$ cat config.mk
export PLATFORM = sky130hd
export DESIGN_NAME = syndrome_calc
export DESIGN_NICKNAME = d
export VERILOG_FILES = /design/src/rtl/dec_pkg.sv /design/src/rtl/syndrome_xor.sv /design/src/rtl/syndrome_calc.sv
export SDC_FILE = /design/constraint.sdc
export NUM_CORES = 1
export LEC_CHECK = 0
export ABC_AREA = 1
export BUFFER_PORTS_ARGS = -buffer_cell sky130_fd_sc_hd__buf_2
export CAP_MARGIN = 25
export CORE_UTILIZATION = 50
export CTS_BUF_LIST = sky130_fd_sc_hd__clkbuf_8
export DETAILED_ROUTE_END_ITERATION = 8
export PLACE_DENSITY_LB_ADDON = 0.2
export SLEW_MARGIN = 20
export SYNTH_ARGS = -nofsm -noshare
export SYNTH_HDL_FRONTEND = slang
export SYNTH_SLANG_ARGS = --single-unit
$ cat constraint.sdc
create_clock -name clk -period 2.5 [get_ports clk]
set_input_delay 0.375 -clock clk [delete_from_list [all_inputs] [get_ports clk]]
set_output_delay 0.375 -clock clk [all_outputs]
set_load 0.1 [all_outputs]
$ cat src/rtl/dec_pkg.sv
// Shared definitions for the SEC-DED decoder: width codes, NOF encodings and
// the parity-check matrix column generator used by the syndrome stage.
package dec_pkg;

  localparam logic [1:0] WIDTH_SMALL  = 2'b00;
  localparam logic [1:0] WIDTH_MEDIUM = 2'b01;
  localparam logic [1:0] WIDTH_LARGE  = 2'b10;

  localparam logic [1:0] NOF_NONE   = 2'b00;
  localparam logic [1:0] NOF_SINGLE = 2'b01;
  localparam logic [1:0] NOF_DOUBLE = 2'b10;

  localparam int K_SMALL  = 3;
  localparam int K_MEDIUM = 4;
  localparam int K_LARGE  = 5;

  // Widest H column (large mode).
  localparam int H_WIDTH = 5;

  // Code 11 is reserved and behaves as large.
  function automatic logic [1:0] norm_width(input logic [1:0] code);
    return (code == WIDTH_SMALL || code == WIDTH_MEDIUM) ? code : WIDTH_LARGE;
  endfunction

  function automatic int check_bits(input logic [1:0] mode);
    int k;
    case (mode)
      WIDTH_SMALL:  k = K_SMALL;
      WIDTH_MEDIUM: k = K_MEDIUM;
      default:      k = K_LARGE;
    endcase
    return k;
  endfunction

  function automatic int active_bits(input logic [1:0] mode);
    int n;
    case (mode)
      WIDTH_SMALL:  n = 8;
      WIDTH_MEDIUM: n = 16;
      default:      n = 32;
    endcase
    return n;
  endfunction

  // Check bits sit at the bottom with unit columns, the overall parity bit
  // has an all-zero column, and data bits take the remaining non-zero,
  // non-power-of-two values in ascending order.
  function automatic logic [H_WIDTH-1:0] h_col(input int idx, input logic [1:0] mode);
    int k;
    int n;
    int cnt;
    logic [H_WIDTH-1:0] col;
    k   = check_bits(mode);
    n   = idx - k;
    cnt = 0;
    col = '0;
    if (idx >= active_bits(mode)) begin
      col = '0;
    end else if (idx < k) begin
      col = H_WIDTH'(1) << idx;
    end else if (idx > k) begin
      for (int v = 1; v < 32; v++) begin
        if (v < (1 << k) && (v & (v - 1)) != 0) begin
          cnt++;
          if (cnt == n) col = H_WIDTH'(v);
        end
      end
    end
    return col;
  endfunction

endpackage

$ cat src/rtl/syndrome_xor.sv
// Combinational syndrome and overall-parity generator over a masked codeword.
module syndrome_xor
  import dec_pkg::*;
#(
  parameter int AMBA_WORD = 32,
  parameter int SYN_WIDTH = 5
) (
  input  logic [AMBA_WORD-1:0] code,
  input  logic [1:0]           mode,
  output logic [SYN_WIDTH-1:0] syn,
  output logic                 par
);

  logic [H_WIDTH-1:0] acc;

  always_comb begin
    logic [H_WIDTH-1:0] col;
    acc = '0;
    par = 1'b0;
    col = '0;
    for (int j = 0; j < AMBA_WORD; j++) begin
      // Constant-argument calls so each column folds to a fixed value per mode.
      if (mode == WIDTH_SMALL) begin
        col = h_col(j, WIDTH_SMALL);
      end else if (mode == WIDTH_MEDIUM) begin
        col = h_col(j, WIDTH_MEDIUM);
      end else begin
        col = h_col(j, WIDTH_LARGE);
      end
      if (code[j]) begin
        acc = acc ^ col;
        par = ~par;
      end
    end
  end

  assign syn = SYN_WIDTH'(acc);

endmodule

$ cat src/rtl/syndrome_calc.sv
// Syndrome stage of the SEC-DED decoder: capture, compute S/NOF, present for
// one cycle, and keep saturating correctable/uncorrectable event counters.
module syndrome_calc
  import dec_pkg::*;
#(
  parameter int AMBA_WORD = 32,
  parameter int SYN_WIDTH = 5,
  parameter int CNT_WIDTH = 16
) (
  input  logic                 clk,
  input  logic                 rst,
  input  logic                 in_valid,
  output logic                 in_ready,
  input  logic [1:0]           codeword_width,
  input  logic [AMBA_WORD-1:0] data_in,
  input  logic                 cnt_clr,
  output logic [SYN_WIDTH-1:0] S,
  output logic [1:0]           NOF,
  output logic                 Small,
  output logic                 Medium,
  output logic [AMBA_WORD-1:0] data_out,
  output logic                 out_valid,
  output logic [CNT_WIDTH-1:0] corr_cnt,
  output logic [CNT_WIDTH-1:0] uncorr_cnt,
  output logic [1:0]           state_dbg
);

  // Handshake: a codeword transfers on a rising edge where in_valid and
  // in_ready are both high; out_valid is a single-cycle strobe with no back-pressure.

  localparam logic [1:0] ST_IDLE = 2'd0;
  localparam logic [1:0] ST_CALC = 2'd1;
  localparam logic [1:0] ST_DONE = 2'd2;

  logic [1:0]           state_q,  state_d;
  logic [AMBA_WORD-1:0] code_q,   code_d;
  logic [1:0]           mode_q,   mode_d;
  logic [SYN_WIDTH-1:0] s_q,      s_d;
  logic [1:0]           nof_q,    nof_d;
  logic                 small_q,  small_d;
  logic                 medium_q, medium_d;
  logic [AMBA_WORD-1:0] dout_q,   dout_d;
  logic [CNT_WIDTH-1:0] corr_q,   corr_d;
  logic [CNT_WIDTH-1:0] uncorr_q, uncorr_d;

  logic [1:0]           mode_in;
  logic [AMBA_WORD-1:0] mask_in;
  logic [SYN_WIDTH-1:0] syn_w;
  logic                 par_w;
  logic [1:0]           nof_w;

  syndrome_xor #(
    .AMBA_WORD (AMBA_WORD),
    .SYN_WIDTH (SYN_WIDTH)
  ) u_syndrome_xor (
    .code (code_q),
    .mode (mode_q),
    .syn  (syn_w),
    .par  (par_w)
  );

  always_comb begin
    mode_in = norm_width(codeword_width);
    mask_in = '0;
    for (int j = 0; j < AMBA_WORD; j++) begin
      if (j < active_bits(mode_in)) mask_in[j] = 1'b1;
    end
  end

  // Odd parity means exactly one flip (possibly the parity bit itself).
  always_comb begin
    if (par_w) begin
      nof_w = NOF_SINGLE;
    end else if (syn_w != '0) begin
      nof_w = NOF_DOUBLE;
    end else begin
      nof_w = NOF_NONE;
    end
  end

  always_comb begin
    state_d  = state_q;
    code_d   = code_q;
    mode_d   = mode_q;
    s_d      = s_q;
    nof_d    = nof_q;
    small_d  = small_q;
    medium_d = medium_q;
    dout_d   = dout_q;
    case (state_q)
      ST_IDLE: begin
        if (in_valid) begin
          code_d  = data_in & mask_in;
          mode_d  = mode_in;
          state_d = ST_CALC;
        end
      end
      ST_CALC: begin
        s_d      = syn_w;
        nof_d    = nof_w;
        small_d  = (mode_q == WIDTH_SMALL);
        medium_d = (mode_q == WIDTH_MEDIUM);
        dout_d   = code_q;
        state_d  = ST_DONE;
      end
      ST_DONE: begin
        state_d = ST_IDLE;
      end
      default: begin
        state_d = ST_IDLE;
      end
    endcase
  end

  // Clear wins over an increment landing in the same cycle.
  always_comb begin
    corr_d   = corr_q;
    uncorr_d = uncorr_q;
    if (cnt_clr) begin
      corr_d   = '0;
      uncorr_d = '0;
    end else if (state_q == ST_DONE) begin
      if (nof_q == NOF_SINGLE && corr_q != '1) corr_d = corr_q + CNT_WIDTH'(1);
      if (nof_q == NOF_DOUBLE && uncorr_q != '1) uncorr_d = uncorr_q + CNT_WIDTH'(1);
    end
  end

  always_ff @(posedge clk or negedge rst) begin
    if (!rst) begin
      state_q  <= ST_IDLE;
      code_q   <= '0;
      mode_q   <= WIDTH_SMALL;
      s_q      <= '0;
      nof_q    <= NOF_NONE;
      small_q  <= 1'b0;
      medium_q <= 1'b0;
      dout_q   <= '0;
      corr_q   <= '0;
      uncorr_q <= '0;
    end else begin
      state_q  <= state_d;
      code_q   <= code_d;
      mode_q   <= mode_d;
      s_q      <= s_d;
      nof_q    <= nof_d;
      small_q  <= small_d;
      medium_q <= medium_d;
      dout_q   <= dout_d;
      corr_q   <= corr_d;
      uncorr_q <= uncorr_d;
    end
  end

  assign in_ready   = rst && (state_q == ST_IDLE);
  assign out_valid  = (state_q == ST_DONE);
  assign S          = s_q;
  assign NOF        = nof_q;
  assign Small      = small_q;
  assign Medium     = medium_q;
  assign data_out   = dout_q;
  assign corr_cnt   = corr_q;
  assign uncorr_cnt = uncorr_q;
  assign state_dbg  = state_q;

endmodule

==> impl_metrics.ini, run 1 <==
[floorplan]
die_w_um = 114.9
ios = 115
start_util_pct = 52.22
coreArea_um2 = 12210
die_h_um = 114.9
dieArea_um2 = 13210
rows = 40

[detailed_routing]
wl_met1_um = 7168
vias_per_cell = 5.141
drtIter0Drc = 557
vias = 6010
met2_length_um = 6885
routed.top_layer = met4
ant_nets = 0
routedWlPerCell_um = 12.93
first_pass_iters = 5
dr_wl_met3_um = 843
drt_drc_violations_left = 0
drt_wl_total_um = 15120

[sta]
slew_headroom_pct = 55.62
tightest_slew_ps = 661.6
slew_viol_final = 0
finalCriticalPeriod_ps = 2068
post-route-period-util_pct = 82.72
finalHoldViolations = 0
clock_skew_ps = 11.87
rsz0062_at_grt = false
fmax_ghz = 0.4835
tns_ps = 0
setup_viol = 0
hold_slack_ps = 37.78

[layout]
nets = 1036
multi_input_area_um2 = 3074
area_growth_pct = 14.32
fillers = 1206
drive_gt1_share_pct = 16.88
final_cells = 1169
n_antenna_cell = 0
register_area_um2 = 2733

[cts]
clk_path_buf_depth = 2
clock-sinks = 109
ctsHtreeMaxLevel = 3
cts-root-buf = clkbuf_8
clkLatencyLatePin_ps = 390
postCtsSetupBuffers = 0
cts_tree = built
numCtsBuffers = 9
path_clk_slew_ps = 100
holdBufCountCts = 0
ctsResizeCount = 0

[placed_design]
place_congestion = 0.8942
numPortBuffers = 114
hpwl_um = 11250
dp_cells = 1153

[global_route]
grt-ovfl-total = 0
grt_max_degree = 110
grt_pass1_vias = 5270
antenna_found_initial = 0
grt_usage_pct = 24.19
grt_pass1_wl_um = 25040

[synthesis]
synth_cell_types = 42
ys_ff_latch = 109
ys_warn_count = 0
synth_edf_count = 0
synth_area_um2 = 6377
synthCells = 897
ys.flop_type = dfrtp_1
synth-async-reset-ratio_pct = 100.0
synthesis.nets = 937
synth_area_per_cell_um2 = 7.110
synth-seq-area-share_pct = 42.77

[power_and_ir_drop]
p_leak_nw = 3.884
p_per_area_nw_per_um2 = 1122
irDropWorstVdd_uv = 769.9

[critical_path]
cp-end-kind = flip-flop
arrival_ps = 2380
path_max_fanout = 9
path_class = flip-flop to flip-flop
cp-start-kind = flip-flop
cp.required_ps = 2810

[status]
status = complete, no violations

[hold_path]
hp-class = primary input to async pin

[flow_run]
cap_violations = 0
==> cells in the mapped netlist, types with 5 or more instances <==
| cell type | number | area [um^2] |
|---|---|---|
| xnor2_1 | 18 | 157.7 |
| inv_2 | 6 | 22.52 |
| nor3_1 | 12 | 60.06 |
| nand3_1 | 100 | 500.5 |
| o21ai_0 | 89 | 445.4 |
| nand3b_1 | 5 | 37.54 |
| xor2_1 | 15 | 131.4 |
| nor2_1 | 43 | 161.4 |
| clkbuf_1 | 19 | 71.32 |
| nand2_2 | 7 | 43.79 |
| a21oi_1 | 21 | 105.1 |
| dfrtp_1 | 109 | 2728 |
| nand4_1 | 8 | 50.05 |
| inv_1 | 110 | 412.9 |
| nand2_1 | 285 | 1070 |
==> power breakdown <==
group	internal (mW)	total, mW	switching [mW]
Clock	0.417	1.01	0.597
Combinational	1.10	4.70	3.60
Sequential	2.13	2.47	0.342
==> layer usage <==
layer / vias to the layer above / GRT usage [%]
met5: - / 0
met4: 0 / 8.312
met3: 15 / 4.059
met2: 176 / 38.39
met1: 2768 / 33.59
li1: 3051 / -
==> critical path: stages (launching register included) <==
cell,delay (ps)
dfrtp_1,440
ha_1,250
nand3_1,90
nor2_1,50
nand2_1,70
nor2_2,50
a21oi_2,250
nor2_2,70
inv_2,130
nand4_1,160
nor2_1,200
nand2_1,70
a22oi_1,170
==> through the flow <==
| stage | worst slack, ps | total power [mW] | cell area [um^2] | util (%) |
|---|---|---|---|---|
| final | 431.9 | 8.181 | 7291 | 59.70 |
| after global routing | 175.5 | 8.741 | 7291 | 59.70 |
| after global placement | 512.2 | 7.135 | 7106 | 58.19 |
| after detailed placement | 480.5 | 7.208 | 7106 | 58.19 |
| after CTS | 452.6 | 8.241 | 7291 | 59.70 |
| after floorplan | 12.14 | 6.349 | 6395 | - |
==> kinds of logic after synthesis <==
| kind of cell | share of synthesized area (%) |
|---|---|
| compound gates | 10.34 |
| xor+xnor | 4.787 |
| fa+ha+maj | 0.3923 |
| buf+inv | 9.260 |
| flops | 42.77 |
| simple gates | 32.45 |
==> registers in the layout, indices dropped and copies added, names as in the netlist <==
signal and count:
code_q 32, data_out 32, corr_cnt 16, uncorr_cnt 16, S 5, NOF 2, mode_q 2, state_dbg 2
Medium 1, Small 1
==> placed cells by master (no fill, tap or decap), types with 3 or more instances in the layout <==
cell type / netlist / layout
nand2_2: 7 / 8
nand3_1: 100 / 100
inv_1: 110 / 111
nor3_1: 12 / 12
nand4_1: 8 / 8
or2_1: 3 / 3
dfrtp_1: 109 / 107
buf_4: 0 / 5
xnor2_1: 18 / 18
nand2_4: 3 / 3
nand2_1: 285 / 284
o21ai_1: 3 / 3
inv_2: 6 / 6
a21oi_1: 21 / 21
nor2_2: 3 / 3
nor2_1: 43 / 42
o21ai_0: 89 / 89
xor2_1: 15 / 15
nand3b_1: 5 / 5
clkbuf_8: 0 / 11
buf_2: 4 / 113
==> path summary, 6_finish.rpt <==
path	from	end	slack, ps	cells after the start
worst min-delay path	rst	corr_cnt[10]	40	2
worst min register to register	data_out[11]	data_out[11]	490	2
worst max register to register	uncorr_cnt[0]	uncorr_cnt[15]	430	12
max in group asynchronous	rst	state_dbg[1]	1990	2
worst max-delay path	uncorr_cnt[0]	uncorr_cnt[15]	430	12
min in group clk	data_in[3]	code_q[3]	190	3
==> area by class of cell <==
cell class / count / share of cell area, %
flip-flops and latches: 109 / 37.48
clock inverters: 5 / 0.4634
clock buffers: 11 / 2.077
multi-input cells: 638 / 42.17
repair buffers: 120 / 8.821
well taps: 168 / 2.883
inverters: 118 / 6.109
(Power assumes the default switching activity.)
==> inputs of run 2 (changes only) <==
Clock period 2.5 ns to 2.07 ns, I/O delays scaled along.
==> run 2 against run 1 <==
The run now ends with hold timing left. Cell area increased by 4.9%. Fmax up 3.6%. Combinational power up 27%. Wire length grew 2.1%. Total power increased by 24%. Critical endpoint is now NOF[1]. Largest power group unchanged.
==> impl_metrics.ini, run 2 (same netlist as run 1, synthesis figures left out) <==
[floorplan]
die_h_um = 114.9
coreArea_um2 = 12210
dieArea_um2 = 13210
rows = 40
start_util_pct = 52.22
ios = 115
die_w_um = 114.9

[detailed_routing]
drtIter0Drc = 397
drt_drc_violations_left = 0
drt_wl_total_um = 15440
routedWlPerCell_um = 12.99
first_pass_iters = 5
vias = 6035
ant_nets = 0
vias_per_cell = 5.080

[status]
violations = hold timing
status = complete, but fails checks

[placed_design]
numPortBuffers = 114
hpwl_um = 11210
dp_cells = 1160
place_congestion = 0.9223
preCtsSetupSlack_ps = 92.26
placed_cell_area_um2 = 7231

[critical_path]
r2r_cells = 17
crit_top_cell = nand2_2
critical_path.slowest_cell = dfrtp_1
cp.required_ps = 2350
r2r-end = NOF[1]
arrival_ps = 2280
path_cells = buf_6 > nor2_4 > nand2_2 > nand2_2 > nand3_2 > nand2_2 > inv_2 > nand2_2 > nand2_2 > nand2_1 > nand3_2 > nand2_1 > inv_1 > nor2_1 > nand3_1 > nand3_1 > nand2_1
r2r_slack_ps = 70
cp-end-kind = flip-flop
path_class = flip-flop to flip-flop
path_max_fanout = 8
reg2reg_from = mode_q[1]
cp-start-kind = flip-flop
critical_path.max_stage_delay_ps = 450

[sta]
rsz0062_at_grt = true
finalCriticalPeriod_ps = 1997
post-route-period-util_pct = 96.47
tightest_slew_ps = 566.0
slew_viol_final = 0
hold_slack_ps = -18.10
finalHoldViolations = 8
slew_headroom_pct = 62.27
timing.final.ws_setup_ps = 73.02
tns_ps = 0
fmax_ghz = 0.5008
setup_viol = 0
clock_skew_ps = 10.74

[global_route]
grt_pass1_wl_um = 25160
antenna_found_initial = 0
grt_usage_pct = 24.03
grt-ovfl-total = 0
grt_pass1_vias = 5304
grt_max_degree = 110

[power_and_ir_drop]
p_per_area_nw_per_um2 = 1332
p_sw_mw = 5.613
clockPowerShare_pct = 11.9
irDropWorstVdd_uv = 1214
intPower_mw = 4.571
fin_total_pwr_mw = 10.18
pwr-share-comb_pct = 58.7
p_leak_nw = 3.951
p_sw_share_pct = 55.12
seqPwrFrac_pct = 29.4

[cts]
cts-root-buf = clkbuf_8
ctsHtreeMaxLevel = 3
holdBufCountCts = 0
clkLatencyLatePin_ps = 390
cts_tree = built
numCtsBuffers = 9
clock-sinks = 109
clk_path_buf_depth = 2
path_clk_slew_ps = 100

[layout]
n_antenna_cell = 0
final_cells = 1188
fin_area_um2 = 7647
drive_gt1_share_pct = 24.90
nets = 1055
layout_common_cells = nand2_1 (273), buf_2 (112), inv_1 (108)
fillers = 1182
final_common_cell = nand2_1
area_growth_pct = 19.91

[flow_run]
cap_violations = 0

[hold_path]
hp-class = primary input to async pin
[run 2: cell types whose count changed in the layout (fill, tap and decap cells not counted), sizes merged]
| cell | previous run | this run |
|---|---|---|
| buf | 120 | 139 |
| clkinv | 3 | 2 |
| clkinvlp | 1 | 2 |
[run 2: through the flow]
stage	utilization, %	hold slack (ps)
6_report	62.62	-18.10
5_1_grt	62.62	20.40
3_5_place_dp	59.21	448.2
2_1_floorplan	-	14.91
3_3_place_gp	59.21	450.9
4_1_cts	60.68	21.67
[run 2: repair_timing]
action | in CTS | in global routing
resized for setup | 0 | 50
endpoints found under the setup margin | 0 | 13
buffers inserted | 0 | 12
[run 2: worst max path at each step]
stage                 start              to  slack, ps  cells past startpoint
6_report          mode_q[1]          NOF[1]         70                     17
4_1_cts         corr_cnt[0]    corr_cnt[11]         80                     13
2_1_floorplan  state_dbg[1]  uncorr_cnt[13]       -220                     10
5_1_grt           mode_q[1]          NOF[1]       -110                     17
3_5_place_dp    corr_cnt[0]    corr_cnt[11]         90                     13
3_3_place_gp    corr_cnt[0]    corr_cnt[15]        140                     13
[run 2: area by class of cell]
type                            count  area, um^2  share of cell area, %
Inverter                          118       450.4                  5.890
Clock buffer                       11       151.4                  1.980
Sequential cell                   109        2773                  36.26
Timing Repair Buffer              139       804.5                  10.52
Clock inverter                      5       27.53                 0.3599
Multi-Input combinational cell    638        3231                  42.24
Tap cell                          168       210.2                  2.749
[run 2: critical path: cells and delay by family (launching register included)]
| kind | cells | cell delay, ps |
|---|---|---|
| buf+inv | 3 | 250 |
| flops | 1 | 450 |
| simple gates | 14 | 1200 |
[run 2: power groups by stage]
| stage | clock network (mW) | registers [mW] | logic [mW] |
|---|---|---|---|
| 4_1_cts | 1.26 | 2.98 | 5.77 |
| 6_report | 1.21 | 2.99 | 5.98 |
| 3_5_place_dp | 0 | 3.02 | 5.76 |
| 5_1_grt | 1.34 | 3.05 | 6.49 |
| 2_1_floorplan | 0 | 5.11 | 2.57 |
| 3_3_place_gp | 0 | 3.01 | 5.72 |
[run 2: metal layers]
layer | track usage (%) | vias up | wire (um)
met1 | 32.43 | 2756 | 7201
li1 | - | 3087 | -
met3 | 5.640 | 16 | 821
met2 | 39.28 | 176 | 7196
met5 | 0 | - | 0
met4 | 5.541 | 0 | 220
